[config.mk]
export PLATFORM = sky130hd
export DESIGN_NAME = msg_framer
export DESIGN_NICKNAME = d
export VERILOG_FILES = /design/src/rtl/msg_framer.sv
export SDC_FILE = /design/constraint.sdc
export NUM_CORES = 1
export LEC_CHECK = 0
export BUFFER_PORTS_ARGS = -buffer_cell sky130_fd_sc_hd__buf_2
export CAP_MARGIN = 20
export CORE_MARGIN = 4
export CORE_UTILIZATION = 51
export DETAILED_ROUTE_END_ITERATION = 12
export HOLD_SLACK_MARGIN = 0.02
export PLACE_DENSITY = 0.8
export SLEW_MARGIN = 0
export SYNTH_ARGS = -nofsm -noshare
export SYNTH_HDL_FRONTEND = slang
export SYNTH_SLANG_ARGS = --single-unit
[constraint.sdc]
create_clock -name clk -period 3.53 [get_ports clk]
set_clock_uncertainty 0.2 [all_clocks]
set_input_delay 0.706 -clock clk [delete_from_list [all_inputs] [get_ports clk]]
set_output_delay 0.706 -clock clk [all_outputs]
set_load 0.005 [all_outputs]
[src/rtl/msg_framer.sv]
// AXI-Stream transmit framer: takes a beat-count command, forwards that many
// beats with a registered output stage and marks the final beat with m_tlast.
module msg_framer #(
    parameter int DATA_WIDTH     = 32,
    parameter int NUM_COUNT_BITS = 16
) (
    input  logic                      clk,
    input  logic                      rst,
    input  logic                      clear,
    input  logic                      len_valid,
    output logic                      len_ready,
    input  logic [NUM_COUNT_BITS-1:0] len_in,
    input  logic                      s_tvalid,
    output logic                      s_tready,
    input  logic [DATA_WIDTH-1:0]     s_tdata,
    output logic                      m_tvalid,
    input  logic                      m_tready,
    output logic [DATA_WIDTH-1:0]     m_tdata,
    output logic                      m_tlast,
    output logic [NUM_COUNT_BITS-1:0] beat_count,
    output logic                      busy,
    output logic                      len_err
);

    typedef enum logic [0:0] {
        IDLE   = 1'b0,
        STREAM = 1'b1
    } state_t;

    state_t                      state_q, state_d;
    logic [NUM_COUNT_BITS-1:0]   target_q, target_d;
    logic [NUM_COUNT_BITS-1:0]   count_q, count_d;
    logic [NUM_COUNT_BITS-1:0]   count_inc;
    logic                        mvalid_q, mvalid_d;
    logic [DATA_WIDTH-1:0]       mdata_q, mdata_d;
    logic                        mlast_q, mlast_d;
    logic                        lenerr_q, lenerr_d;
    logic                        len_hs;
    logic                        s_hs;

    assign len_ready = (state_q == IDLE);
    assign s_tready  = (state_q == STREAM) && (!mvalid_q || m_tready);
    assign len_hs    = len_valid && len_ready;
    assign s_hs      = s_tvalid && s_tready;
    // count never reaches target before the last beat, so the increment cannot wrap
    assign count_inc = count_q + 1'b1;

    always_comb begin
        state_d  = state_q;
        target_d = target_q;
        count_d  = count_q;
        mvalid_d = mvalid_q;
        mdata_d  = mdata_q;
        mlast_d  = mlast_q;
        lenerr_d = 1'b0;

        if (clear) begin
            state_d  = IDLE;
            mvalid_d = 1'b0;
            mlast_d  = 1'b0;
            count_d  = '0;
        end else begin
            if (m_tready) begin
                mvalid_d = 1'b0;
                mlast_d  = 1'b0;
            end
            unique case (state_q)
                IDLE: begin
                    if (len_hs) begin
                        if (len_in == '0) begin
                            lenerr_d = 1'b1;
                        end else begin
                            target_d = len_in;
                            count_d  = '0;
                            state_d  = STREAM;
                        end
                    end
                end
                STREAM: begin
                    if (s_hs) begin
                        mdata_d  = s_tdata;
                        mvalid_d = 1'b1;
                        mlast_d  = (count_inc == target_q);
                        count_d  = count_inc;
                        if (count_inc == target_q) begin
                            state_d = IDLE;
                        end
                    end
                end
                default: state_d = IDLE;
            endcase
        end
    end

    always_ff @(posedge clk or negedge rst) begin
        if (!rst) begin
            state_q  <= IDLE;
            target_q <= '0;
            count_q  <= '0;
            mvalid_q <= 1'b0;
            mdata_q  <= '0;
            mlast_q  <= 1'b0;
            lenerr_q <= 1'b0;
        end else begin
            state_q  <= state_d;
            target_q <= target_d;
            count_q  <= count_d;
            mvalid_q <= mvalid_d;
            mdata_q  <= mdata_d;
            mlast_q  <= mlast_d;
            lenerr_q <= lenerr_d;
        end
    end

    assign m_tvalid   = mvalid_q;
    assign m_tdata    = mdata_q;
    assign m_tlast    = mlast_q;
    assign beat_count = count_q;
    assign busy       = (state_q == STREAM) || mvalid_q;
    assign len_err    = lenerr_q;

endmodule

== Yosys cells after proc, flatten, opt, wreduce, memory -nomap -nowiden ==
Cells that the tools add are included.
Operators by class
  add/subtract/negate cells: 1
  $mul: 0
  div/mod/pow operators: 0
  $lt $le $gt $ge: 0
  equal/unequal tests: 4
  shift operators: 0
  multiplexer cells: 23
  bitwise gates (word level): 3
  reduce and logical (&&, ||, !) cells: 10
Operators with widths (number)
  two-way mux 16 bit: 4
  case mux 16 bit (2 select lines): 1
  two-way mux 1 bit: 17
  adder 16 x 1 -> 16 bit (second input constant): 1
  == test 16 bit: 1
  zero test 16 bit: 1
  != test 3 x 2 -> 1 bit (second input constant): 2
  AND reduction 3 bit: 2
  AND reduction 4 bit: 1
  logical AND 1 bit: 3
  != test 3 bit (second input constant): 1
  NOT 1 bit: 3
  logical OR 1 bit: 2
  case mux 1 bit (2 select lines): 1
  zero test 1 bit: 1
Storage, ports and cells
  register bits after elaboration: 68
  bits in latches: 0
  RAM bits: 0
  bits in read-only memories: 0
  input port bits: 54
  output and inout port bits: 54
  logic and storage cells: 48
  memories: 0

== Depth between registers and ports, before layout ==
Gate-level depths: netlist of the first run.
  depth after elaboration: 7
  mapped depth: 8
  depth with buffers taken out: 7

== Worst setup path before layout of the first run ==
Ideal clock, no wire load.
  path kind: reg2reg
  from: register count_q[0] (netlist: beat_count[0])
  to: register state_q
  setup time: 129 ps
  arrival: 2629 ps
  path slack: 572 ps
  stages on the path, launching flop included: 9
  path buffers: 1
  period minus slack after synthesis: 2958 ps
  path through: dfrtp_1 > ha_1 > clkbuf_1 > nand3_1 > nor4_1 > xnor2_1 > o211ai_1 > or4_1 > o41a_1
On the way
  cells in the longest elaborated chain, start to end: 6
Ends and longest elaborated chain
  start: declaration: RTL line 32  | logic [NUM_COUNT_BITS-1:0] count_q, count_d;
  start signal: assignment: RTL line 107  | count_q <= count_d;
  adder 16 x 1 -> 16 bit: RTL line 46  | assign count_inc = count_q + 1'b1;
  == test 16 bit: RTL line 85  | if (count_inc == target_q) begin
  two-way mux 1 bit: RTL line 85
  two-way mux 1 bit: RTL line 80  | if (s_hs) begin
  case mux 1 bit (2 select lines): RTL line 67  | unique case (state_q)
  two-way mux 1 bit: RTL line 57  | if (clear) begin
  net state_d: RTL line 30  | state_t state_q, state_d;
  end signal: assignment: RTL line 105  | state_q <= state_d;
  end: declaration: RTL line 30
The timed path passes the listed nets, and every way through them passes these cells.
A chain may end at the register's enable or synchronous reset.

== Worst setup path after layout of the first run ==
Ends and elaborated chain as after synthesis.

==> out/results.tsv, run 1 <==
stage	metric	value	unit
global_routing	grt_first_pass_wirelength	14.9	mm
clock_tree	clk_transition_reported_paths	0.08	ns
logic_synthesis	synth_cell_type_count	52	
logic_synthesis	synth-edff-count	0	
detailed_routing	drc	0	
clock_tree	clock_tree.buffer_depth	2	
place	port-buffer-count	107	
timing	timing_worst_slew_pin_value	1.04	ns
pwr	cellPowerDensity	504	nW/um2
setup_path	cp-start-kind	register	
timing	post-route-period-util	0.851	
layout	final_common_cell	sky130_fd_sc_hd__nand2_1	
place	dpl.cell_count	539	
place	hpwl	6.52	mm
global_routing	global_route.usage.total	0.227	
run	maxCapViolations	0	
timing	timing.final.setup_violations	0	
clock_tree	insertion_delay	0.35	ns
layout	finish.net_count	528	
logic_synthesis	syn_area_per_cell	9.36	um2
global_routing	first_global_vias	3130	
layout	multi_input_comb_area	1630	um2
layout	final_cells	555	
timing	hold-worst-slack	0.272	ns
layout	layout_cells_sized_above_1	0.320	
floorplanning	rows	29	
layout	fillCellCount	546	
floorplanning	die_w	90.8	um
detailed_routing	routed_wirelength	9.08	mm
clock_tree	tritoncts_clock_tree	yes	
layout	most-common-layout-cells	sky130_fd_sc_hd__nand2_1, sky130_fd_sc_hd__buf_2, sky130_fd_sc_hd__dfrtp_1, sky130_fd_sc_hd__o21ai_0, sky130_fd_sc_hd__mux2_2	
clock_tree	cts_setup_buffers	0	
detailed_routing	vias	3120	
pwr	ir_drop	0.402	mV
place	globalplace.congestion	1.02	
global_routing	number_of_antenna_violations_at_the_first_check_in_global_routing	0	
setup_path	crit_fanout	8	
layout	antenna-diode-count	0	
logic_synthesis	mappedNetlistNets	428	
timing	maxSlewViolCount	0	
layout	seqCellArea	1700	um2
floorplanning	ioPinCount	108	
logic_synthesis	synth_async_sr_flop_share	1.00	
floorplanning	die_h	90.8	um
global_routing	overflow	0	
clock_tree	post_cts_resized	0	
status	status	complete, no violations	
detailed_routing	drtIter0Drc	198	
detailed_routing	postRouteAntennaNets	0	
setup_path	worst-endpoint-arrival	3.03	ns
logic_synthesis	ys_seq_elements	68	
setup_path	kind_of_capture_point_of_the_worst_setup_path	register	
detailed_routing	vias_per_cell	5.62	
clock_tree	cts_root_buffer	sky130_fd_sc_hd__clkbuf_8	
logic_synthesis	synth_area	3490	um2
logic_synthesis	proportion_of_synthesized_chip_area_in_sequential_cells	0.487	
timing	timing.final.crit_period	3.01	ns
logic_synthesis	synth_warnings	0	
timing	rsz0062_at_grt	false	
logic_synthesis	synth_ff_type	sky130_fd_sc_hd__dfrtp_1	
layout	area_growth	20.6	%
detailed_routing	firstDrtPassIters	5	
clock_tree	htreeDepth	3	
worst_hold_path	hold_path.class	reg2reg	
logic_synthesis	syn_inst	373	
clock_tree	cts_made_buffers	9	
floorplanning	core_area	6490	um2
setup_path	timing.setup.critical_path_class	reg2reg	
pwr	p_leak	0.00215	uW
timing	max-slew-margin-rel	0.305	
timing	maxClockFrequency	333	MHz
global_routing	grt_start_max_net_pins	53	
floorplanning	start_util	0.538	
clock_tree	cts_sinks	68	
detailed_routing	routed_wire_length_per_instance	16.4	um
timing	fin_tns_setup	0	ns
floorplanning	floorplan.die_area	8240	um2
setup_path	timing.critical_path.required	3.55	ns
timing	timing_hold_violations_final	0	
clock_tree	cts.hold.buffers_added	0	
cell type report:
type,count,share of cell area
multi-input combinational,279,0.387
clock buffer,10,0.0303
tap,77,0.0229
inverter,3,0.00267
clock inverter,6,0.0169
sequential,68,0.404
timing repair buffer,112,0.136
report_power, final:
group / leakage (uW) / switching (uW) / internal, uW / total [uW]
Combinational: 0.00119 / 222 / 220 / 443
Clock: 0.0000935 / 321 / 333 / 654
Sequential: 0.000867 / 102 / 923 / 1020
registers in the layout, indices dropped and copies added (netlist names):
signal,flops
m_tlast,1
state_q,1
m_tvalid,1
len_err,1
beat_count,16
m_tdata,32
target_q,16
worst paths after layout:
kind,start,to,slack [ns],cells after the start
max,beat_count[0],state_q,0.52,7
min,m_tdata[8],m_tdata[8],0.27,2
max reg2reg,beat_count[0],state_q,0.52,7
min reg2reg,m_tdata[8],m_tdata[8],0.27,2
max in group asynchronous,rst,state_q,2.07,2
min in group asynchronous,rst,m_tdata[19],0.31,1
synthesized netlist by cell type (7+ instances only):
| library cell | n | share of area |
|---|---|---|
| sky130_fd_sc_hd__nand2_1 | 113 | 0.12 |
| sky130_fd_sc_hd__dfrtp_1 | 68 | 0.49 |
| sky130_fd_sc_hd__o21ai_0 | 29 | 0.042 |
| sky130_fd_sc_hd__mux2_2 | 16 | 0.052 |
| sky130_fd_sc_hd__clkbuf_1 | 13 | 0.014 |
| sky130_fd_sc_hd__nor2_1 | 13 | 0.014 |
| sky130_fd_sc_hd__xnor2_1 | 11 | 0.028 |
| sky130_fd_sc_hd__a21oi_1 | 10 | 0.014 |
| sky130_fd_sc_hd__nand3_1 | 8 | 0.011 |
| sky130_fd_sc_hd__nor4_1 | 7 | 0.013 |
worst max-delay path, cell delays in order (launching register included):
cell and delay [ns]:
sky130_fd_sc_hd__dfrtp_1 0.52, sky130_fd_sc_hd__ha_1 0.36, sky130_fd_sc_hd__nand3_1 0.14, sky130_fd_sc_hd__nor4_1 0.54, sky130_fd_sc_hd__xnor2_1 0.19, sky130_fd_sc_hd__o211ai_1 0.10
sky130_fd_sc_hd__or4_1 0.45, sky130_fd_sc_hd__o41a_1 0.38
metrics by stage:
step / cell area [um2] / total power [uW] / utilization / setup WS [ns]
after floorplan: 3490 / 1260 / - / 0.572
after global placement: 4010 / 1460 / 0.618 / 0.686
after detailed placement: 4010 / 1480 / 0.618 / 0.574
after CTS: 4210 / 2130 / 0.648 / 0.545
after global routing: 4210 / 2240 / 0.648 / 0.287
final: 4210 / 2120 / 0.648 / 0.525
kinds of logic (layout without fill, tap and decap cells):
logic type,Yosys count,after routing,synth area share
adders and majority gates,1,1,0.00358
and+or+nand+nor,179,179,0.252
xor gates and xnor gates,16,16,0.0401
buffers and inverters,26,131,0.0466
DFF,68,68,0.487
muxes,16,16,0.0516
AOI/OAI and AO/OA,67,67,0.119
routing by layer:
metal,routed length (um),GRT usage,vias to the layer above
li1,-,-,1492
met1,3750,0.294,1474
met2,4250,0.351,137
met3,858,0.0642,17
met4,214,0.111,0
met5,0,0,-
(Power assumes the default switching activity.)
==> inputs of run 2 (changes only) <==
- PLACE_DENSITY: 0.8 -> unset
- PLACE_DENSITY_LB_ADDON: unset -> 0.15
==> run 2 against run 1 <==
- flip-flop and latch count did not move
- sequential share of layout area grew 0.072 points
- clock power is 3% lower
- sequential power hardly changed
- core utilization decreased by 0.12 points
- clock-buffer cell count decreased by 1
- critical endpoint unchanged
- register-to-register slack got worse by 0.25 ns
- first-iteration DRC count is 4.0% lower
- largest power group unchanged
- worst setup slack got worse by 0.25 ns
- routed wire length decreased by 1.9%
- hold slack lost 0.21 ns
- die area did not move
==> out/results.tsv, run 2 (synthesis results as in run 1) <==
stage	metric	value	unit	change
timing	timing_hold_violations_final	0		unchanged
global_routing	use_met3	0.0558		-0.00833
layout	fin_util	0.647		-0.00116
detailed_routing	postRouteAntennaNets	0		unchanged
pwr	switching_power	633	uW	-2.0%
timing	maxClockFrequency	308	MHz	-7.5%
setup_path	critPathLaunch	beat_count[0]		
floorplanning	core_area	6490	um2	unchanged
detailed_routing	firstDrtPassIters	4		-1
setup_path	worst-endpoint-arrival	3.27	ns	+0.24 ns
timing	hold-worst-slack	0.0648	ns	-0.207 ns
floorplanning	rows	29		unchanged
layout	final_common_cell	sky130_fd_sc_hd__nand2_1		
global_routing	grt_util_met2	0.342		-0.00865
timing	maxSlewViolCount	0		unchanged
setup_path	cp-start-kind	register		
detailed_routing	routed_wirelength	8.91	mm	-1.9%
setup_path	path_buf_inv	0		unchanged
global_routing	grt_first_pass_wirelength	14.8	mm	-0.92%
global_routing	top_usage_layer	met2		
setup_path	kind_of_capture_point_of_the_worst_setup_path	register		
timing	max-slew-margin-rel	0.325		+0.0196
layout	area_growth	20.4	%	
pwr	switching_power_as_a_share_of_total_power	0.301		-0.00304
detailed_routing	vias_per_cell	5.55		-1.3%
global_routing	first_global_vias	3066		-2.0%
clock_tree	cts_made_buffers	9		unchanged
setup_path	timing.setup.critical_path_class	reg2reg		
layout	largest_reg_flops	32		unchanged
pwr	p_clk_frac	0.304		-0.004
pwr	cellPowerDensity	500	nW/um2	-0.82%
pwr	ir_drop	0.314	mV	-22%
global_routing	grt_util_met1	0.297		+0.00304
floorplanning	die_h	90.8	um	unchanged
timing	fin_tns_setup	0	ns	unchanged
clock_tree	cts.hold.buffers_added	0		unchanged
timing	post-route-period-util	0.921		+0.0695
pwr	p_leak	0.00216	uW	+0.48%
pwr	cell_internal_pwr	1470	uW	-0.57%
pwr	power.share.combinational	0.209		about the same
worst_hold_path	hold_path.class	in2async		
place	port-buffer-count	107		unchanged
global_routing	overflow	0		unchanged
clock_tree	cts_root_buffer	sky130_fd_sc_hd__clkbuf_8		
layout	layout_cells_sized_above_1	0.322		+0.00209
global_routing	global_route.usage.total	0.222		-0.00513
setup_path	timing.critical_path.required	3.55	ns	about the same
detailed_routing	routed_wire_length_per_instance	16.1	um	-1.9%
run	maxCapViolations	0		unchanged
global_routing	grt_start_max_net_pins	53		unchanged
layout	most-common-layout-cells	sky130_fd_sc_hd__nand2_1, sky130_fd_sc_hd__buf_2, sky130_fd_sc_hd__dfrtp_1, sky130_fd_sc_hd__o21ai_0, sky130_fd_sc_hd__mux2_2		
timing	timing_worst_slew_pin_value	1.01	ns	-0.0294 ns
clock_tree	clk_transition_reported_paths	0.08	ns	about the same
floorplanning	floorplan.die_area	8240	um2	unchanged
setup_path	cpMaxStageDelayCell	sky130_fd_sc_hd__nor4_1		
setup_path	startpoint_of_the_worst_slack_reg_to_reg_timing_path	beat_count[0]		
place	globalplace.congestion	0.891		-12%
place	hpwl	6.43	mm	-1.5%
clock_tree	insertion_delay	0.34	ns	about the same
clock_tree	clock_tree.buffer_depth	2		unchanged
setup_path	crit_fanout	8		unchanged
layout	antenna-diode-count	0		unchanged
floorplanning	die_w	90.8	um	unchanged
pwr	p_seq_frac	0.487		+0.004
global_routing	number_of_antenna_violations_at_the_first_check_in_global_routing	0		unchanged
detailed_routing	drtIter0Drc	190		-4.0%
setup_path	top_delay_family_on_crit_path	simple AND/OR/NAND/NOR gates		
timing	rsz0062_at_grt	false		
status	status	complete, no violations		
clock_tree	cts_sinks	68		unchanged
floorplanning	start_util	0.538		unchanged
setup_path	crit_path_max_incr_delay	0.61	ns	+0.07 ns
layout	finish.net_count	528		unchanged
setup_path	worstPathCellList	ha_1 > nand3_1 > nor4_1 > xnor2_1 > o211ai_1 > or4_1 > o41a_1		
detailed_routing	vias	3081		-1.3%
detailed_routing	drc	0		unchanged
timing	timing.final.crit_period	3.25	ns	+0.245 ns
pwr	post-layout-total-power	2100	uW	-1.0%
timing	timing.final.setup_violations	0		unchanged
floorplanning	ioPinCount	108		unchanged
layout	fillCellCount	558		+2.2%
clock_tree	cts_setup_buffers	0		unchanged
clock_tree	post_cts_resized	0		unchanged
clock_tree	tritoncts_clock_tree	yes		
clock_tree	htreeDepth	3		unchanged
-- run 2: cell count changes in the layout (fill, tap and decap cells not counted), sizes merged --
cell / before / now
clkinv: 1 / 6
clkbuf: 10 / 9
clkinvlp: 2 / 0
inv: 5 / 3
-- run 2: power by group through the flow --
stage,clock network [uW],registers (uW),logic (uW)
6_report,637,1020,440
5_1_grt,682,1040,496
4_1_cts,644,1020,448
3_5_place_dp,0,1030,449
3_3_place_gp,0,1030,433
2_1_floorplan,0,1030,225
-- run 2: area by class of cell --
cell class	count	area, um2	area share
Tap cell	77	96.3	0.0229
Multi-Input combinational cell	279	1630	0.388
Clock inverter	7	67.6	0.0161
Clock buffer	9	124	0.0295
Inverter	3	11.3	0.00268
Sequential cell	68	1700	0.405
Timing Repair Buffer	112	573	0.136
-- run 2: through the flow --
stage,area [um2],worst slack (ns),cells
after floorplan,3490,0.572,373
after global routing,4200,0.0584,555
after detailed placement,4010,0.334,539
after CTS,4200,0.318,555
after global placement,4010,0.504,539
final,4200,0.279,555
-- run 2: layer usage --
layer | vias up | wire [um]
met4 | 0 | 135
met2 | 109 | 4170
met3 | 15 | 767
li1 | 1496 | -
met5 | - | 0
met1 | 1461 | 3840
-- run 2: path summary, 6_finish.rpt --
path | end | slack, ns | depth (start not counted)
max | state_q | 0.28 | 7
min | beat_count[15] | 0.06 | 1
max reg2reg | state_q | 0.28 | 7
min reg2reg | m_tdata[26] | 0.27 | 2
min in group clk | m_tdata[26] | 0.27 | 2
max in group asynchronous | m_tdata[6] | 2.35 | 2
